<file path="src/rtl/multicycle_sequencer.sv">
// Multi-cycle FETCH/DECODE/EXECUTE/MEMORY/WRITEBACK control sequencer with retire counting and memory timeout halt.
// Optional SEQ_TRACE_EN: simulation-only retire/halt trace messages.
module multicycle_sequencer #(
  parameter int MEM_TIMEOUT = 15,
  parameter int CNT_W       = 32
) (
  input  logic             clock,
  input  logic             reset,
  input  logic             start,
  input  logic             halt_req,
  input  logic             dec_mem_read,
  input  logic             dec_mem_write,
  input  logic             dec_reg_write,
  input  logic             dec_branch,
  input  logic             dec_uncond,
  input  logic             dec_halt,
  input  logic             alu_zero,
  input  logic             mem_ready,
  output logic             ir_write,
  output logic             pc_write,
  output logic             pc_take,
  output logic             reg_write_en,
  output logic             mem_read_en,
  output logic             mem_write_en,
  output logic [2:0]       state,
  output logic             busy,
  output logic             halted,
  output logic             mem_error,
  output logic [CNT_W-1:0] instr_count
);

  localparam logic [2:0] S_IDLE      = 3'd0;
  localparam logic [2:0] S_FETCH     = 3'd1;
  localparam logic [2:0] S_DECODE    = 3'd2;
  localparam logic [2:0] S_EXECUTE   = 3'd3;
  localparam logic [2:0] S_MEMORY    = 3'd4;
  localparam logic [2:0] S_WRITEBACK = 3'd5;
  localparam logic [2:0] S_HALT      = 3'd6;

  localparam logic [7:0] WAIT_LAST = 8'(MEM_TIMEOUT - 1);

  logic [2:0] next_state;
  logic       ctl_mem_read;
  logic       ctl_mem_write;
  logic       ctl_reg_write;
  logic       ctl_branch;
  logic       ctl_uncond;
  logic       ctl_take;
  logic [7:0] wait_cnt;
  logic       exec_take;
  logic       mem_timeout;
  logic       retire_dest_idle;

  // EXECUTE resolves the branch from the live ALU flag; later states use the latched copy.
  assign exec_take        = ctl_uncond | (ctl_branch & alu_zero);
  assign mem_timeout      = (state == S_MEMORY) && !mem_ready && (wait_cnt == WAIT_LAST);
  assign retire_dest_idle = halt_req;

  always_ff @(posedge clock) begin
    if (reset) begin
      state <= S_IDLE;
    end else begin
      state <= next_state;
    end
  end

  always_comb begin
    next_state = state;
    case (state)
      S_IDLE:    if (start) next_state = S_FETCH;
      S_FETCH:   next_state = S_DECODE;
      S_DECODE:  next_state = dec_halt ? S_HALT : S_EXECUTE;
      S_EXECUTE: begin
        if (ctl_mem_read || ctl_mem_write) next_state = S_MEMORY;
        else if (ctl_reg_write)            next_state = S_WRITEBACK;
        else                               next_state = retire_dest_idle ? S_IDLE : S_FETCH;
      end
      S_MEMORY: begin
        if (mem_ready) begin
          if (ctl_mem_read) next_state = S_WRITEBACK;
          else              next_state = retire_dest_idle ? S_IDLE : S_FETCH;
        end else if (mem_timeout) begin
          next_state = S_HALT;
        end
      end
      S_WRITEBACK: next_state = retire_dest_idle ? S_IDLE : S_FETCH;
      S_HALT:      next_state = S_HALT;
      default:     next_state = S_IDLE;
    endcase
  end

  always_comb begin
    ir_write     = 1'b0;
    pc_write     = 1'b0;
    pc_take      = 1'b0;
    reg_write_en = 1'b0;
    mem_read_en  = 1'b0;
    mem_write_en = 1'b0;
    busy         = (state >= S_FETCH) && (state <= S_WRITEBACK);
    halted       = (state == S_HALT);
    case (state)
      S_FETCH: ir_write = 1'b1;
      S_EXECUTE: begin
        if (!ctl_mem_read && !ctl_mem_write && !ctl_reg_write) begin
          pc_write = 1'b1;
          pc_take  = exec_take;
        end
      end
      S_MEMORY: begin
        // Reads win when the decoder flags both directions.
        mem_read_en  = ctl_mem_read;
        mem_write_en = ctl_mem_write & ~ctl_mem_read;
        if (mem_ready && !ctl_mem_read) begin
          pc_write = 1'b1;
          pc_take  = ctl_take;
        end
      end
      S_WRITEBACK: begin
        reg_write_en = 1'b1;
        pc_write     = 1'b1;
        pc_take      = ctl_take;
      end
      default: ;
    endcase
  end

  always_ff @(posedge clock) begin
    if (reset) begin
      ctl_mem_read  <= 1'b0;
      ctl_mem_write <= 1'b0;
      ctl_reg_write <= 1'b0;
      ctl_branch    <= 1'b0;
      ctl_uncond    <= 1'b0;
      ctl_take      <= 1'b0;
      wait_cnt      <= 8'd0;
      mem_error     <= 1'b0;
      instr_count   <= '0;
    end else begin
      if (state == S_DECODE) begin
        ctl_mem_read  <= dec_mem_read;
        ctl_mem_write <= dec_mem_write;
        ctl_reg_write <= dec_reg_write;
        ctl_branch    <= dec_branch;
        ctl_uncond    <= dec_uncond;
        ctl_take      <= 1'b0;
      end
      if (state == S_EXECUTE) begin
        ctl_take <= exec_take;
        wait_cnt <= 8'd0;
      end
      if (state == S_MEMORY && !mem_ready) begin
        wait_cnt <= wait_cnt + 8'd1;
      end
      if (mem_timeout) begin
        mem_error <= 1'b1;
      end
      if (pc_write) begin
        instr_count <= instr_count + CNT_W'(1);
      end
    end
  end

`ifdef SEQ_TRACE_EN
  always_ff @(posedge clock) begin
    if (!reset) begin
      if (pc_write) begin
        $display("RETIRE %0d take=%0d", instr_count + CNT_W'(1), pc_take);
      end
      if (next_state == S_HALT && state != S_HALT) begin
        $display("HALT err=%0d", mem_error | mem_timeout);
      end
    end
  end
`endif

endmodule

</file>
<file path="config.mk">
export PLATFORM = sky130hd
export DESIGN_NAME = multicycle_sequencer
export DESIGN_NICKNAME = d
export VERILOG_FILES = /design/src/rtl/multicycle_sequencer.sv
export SDC_FILE = /design/constraint.sdc
export NUM_CORES = 1
export LEC_CHECK = 0
export BUFFER_PORTS_ARGS = -buffer_cell sky130_fd_sc_hd__buf_2
export CAP_MARGIN = 20
export CORE_MARGIN = 4
export CORE_UTILIZATION = 30
export CTS_BUF_LIST = sky130_fd_sc_hd__clkbuf_8 sky130_fd_sc_hd__clkbuf_16
export DETAILED_ROUTE_END_ITERATION = 6
export PLACE_DENSITY = 0.6
export SLEW_MARGIN = 5
export SYNTH_ARGS = -nofsm -noshare
export SYNTH_HDL_FRONTEND = slang
export SYNTH_SLANG_ARGS = --single-unit
</file>
<file path="constraint.sdc">
create_clock -name clock -period 2.3 [get_ports clock]
set_input_delay 0.23 -clock clock [delete_from_list [all_inputs] [get_ports clock]]
set_output_delay 0.23 -clock clock [all_outputs]
set_load 0.05 [all_outputs]
</file>
==> impl_metrics.tcl <==
set metrics [dict create \
    drtIter0Drc 57 \
    status "complete, no violations" \
    synthMuxAreaShare_pct 2.836 \
    placed_cells 462 \
    antenna_found_initial 0 \
    max_freq_mhz 472.9 \
    period_share_pct 91.95 \
    power_density_nw_per_um2 532.8 \
    dr.max_layer_used "met4" \
    synth_area_leaders "dfxtp_1, nor2_1, a21oi_1" \
    syn_area_per_cell_um2 8.362 \
    cts_hold_buffers 0 \
    routed_wl_um 6203 \
    criticalPathCategory "reg -> out" \
    synth_cell_types 49 \
    synth-adder-area-share_pct 1.467 \
    max_cap_viol_count 0 \
    portBuffers 55 \
    die_h_um 100.4 \
    syn2layout_area_growth_pct 21.08 \
    worstReg2RegStart "instr_count[4]" \
    dr.pass1.iters 4 \
    netlist.top_cell.by_area "dfxtp_1" \
    cts_buffer_depth 2 \
    slew_headroom_pct 41.23 \
    start_util_pct 30.98 \
    viasPerCell 5.011 \
    tns_ps 0 \
    cts_setup_buffers 0 \
    synth-edff-count 0 \
    fp.coreArea_um2 8258 \
    wire_per_inst_um 13.20 \
    async_reset_ff_share_pct 0 \
    clk_latency_ps 300 \
    drc_errors 0 \
    seqCellArea_um2 1001 \
    diodes 0 \
    final_cells 470 \
    cts_root_buf "clkbuf_8" \
    synth_top_family_by_area "simple AND/OR/NAND/NOR gates" \
    grt_pass1_vias 2280 \
    wl_met2_um 2852 \
    hold_violations 0 \
    synth-simple-area-share_pct 28.22 \
    grtUsageTotal_pct 12.73 \
    met1Wirelength_um 3023 \
    finalCriticalPeriod_ps 2115 \
    ys.flop_type "dfxtp_1" \
    grt_max_degree 50 \
    dr_wl_met3_um 269 \
    worst_setup_path_end_kind "output pin" \
    vias 2355 \
    cts_htree_levels 2 \
    finalClockSkew_ps 7.065 \
    setup_viol 0 \
    layout-drive-gt1-share_pct 23.84 \
    grt_pass1_wl_um 10600 \
    rsz0062_at_grt "false" \
    overflow 0 \
    synth.cell_area_um2 2559 \
    arrival_ps 1880 \
    final_nets 379 \
    ys_top_cells_by_count "dfxtp_1, nor2_1, a21oi_1, nand2_1" \
    cts.clk_slew.worst_paths_ps 90 \
    synth-compound-area-share_pct 16.77 \
    dp_hpwl_um 4619 \
    required_ps 2070 \
    crit_path_start_kind "flip-flop" \
    slew_viol_final 0 \
    yosys_warnings 0 \
    die-area_um2 10070 \
    numClockSinks 50 \
    cts_inserted_buffers 5 \
    hold_start "dec_mem_read" \
    row_count 33 \
    n_fill_cell 895 \
    cts_tree "yes" \
    crit_start "state[2]" \
    multi_input_area_um2 1484 \
    die_w_um 100.4 \
    yosysSeqAreaShare_pct 39.12 \
    cp_max_fo 14 \
    synth_xor_area_share_pct 8.215 \
    gp_congestion 0.8307 \
    p_leak_uw 0.001214 \
    postCtsResizedCells 0 \
    hp-class "in -> reg" \
    worst_pin_slew_ps 881.6 \
    ant_nets 0 \
    ys_ff_latch 50 \
    synth_top_area_share_pct 39.12 \
    syn_inst 306 \
    syn_nets 321 \
    io-pin-count 56 \
    ir_worst_vdd_uv 305.1 \
]
==> report_power, final <==
group	switching (uW)	total (uW)	leakage [uW]	internal (uW)
clock network	285	527	0.0000472	242
logic	161	232	0.000763	70.2
registers	13.6	892	0.000403	878
==> registers in the layout, indices dropped and copies added (netlist names) <==
name,cells
ctl_mem_write,1
ctl_take,1
ctl_branch,1
instr_count,32
ctl_mem_read,1
state,3
wait_cnt,8
ctl_reg_write,1
ctl_uncond,1
mem_error,1
==> cell type report <==
class | count | share of cell area (%)
Multi-Input combinational cell | 234 | 47.90
Sequential cell | 50 | 32.31
Timing Repair Buffer | 65 | 11.51
Tap cell | 105 | 4.241
Clock buffer | 6 | 2.666
Inverter | 8 | 0.9693
Clock inverter | 2 | 0.4039
==> final timing paths <==
path                                         to  slack, ps  cells after the start
worst max-delay path                    pc_take        190                      6
worst min-delay path               ctl_mem_read        160                      3
worst min register to register        mem_error        480                      2
worst max register to register  instr_count[29]        280                      5
==> cell usage in the layout (no fill, tap or decap), types with 7 or more instances in the layout <==
master / count
buf_2: 54
dfxtp_1: 50
nor2_1: 49
a21oi_1: 23
nand2_1: 18
nand3_1: 13
xor2_1: 13
o21ai_0: 11
xnor2_1: 11
buf_4: 9
inv_1: 8
nand4_1: 7
==> cell families after synthesis <==
group / after synthesis
and+or+nand+nor: 135
buffers and inverters: 22
xor gates and xnor gates: 24
adders and majority gates: 3
DFF: 50
AOI/OAI and AO/OA: 65
muxes: 7
==> critical path, stage by stage, from the launching register on <==
cell	delay [ps]
dfxtp_1	350
buf_4	180
nand2b_1	200
or2_2	350
nor2_2	130
a22o_1	140
clkbuf_4	230
==> per-stage QoR <==
step	total power, uW	setup slack, ps	utilization (%)	cell area (um^2)	hold slack (ps)
2_1_floorplan	1078	43.35	-	2569	377.2
3_3_place_gp	1140	365.8	36.26	2994	452.1
3_5_place_dp	1141	296.4	36.26	2994	461.7
4_1_cts	1672	99.56	37.41	3089	151.9
5_1_grt	1737	39.90	37.52	3098	153.6
6_report	1650	185.2	37.52	3098	161.3
==> layer usage <==
metal	global-route usage [%]	vias up
met1	17.26	1093
met5	0	-
met3	2.919	7
met4	3.005	0
met2	20.54	40
li1	-	1215
Note: power is estimated with default switching activity, not from simulation.
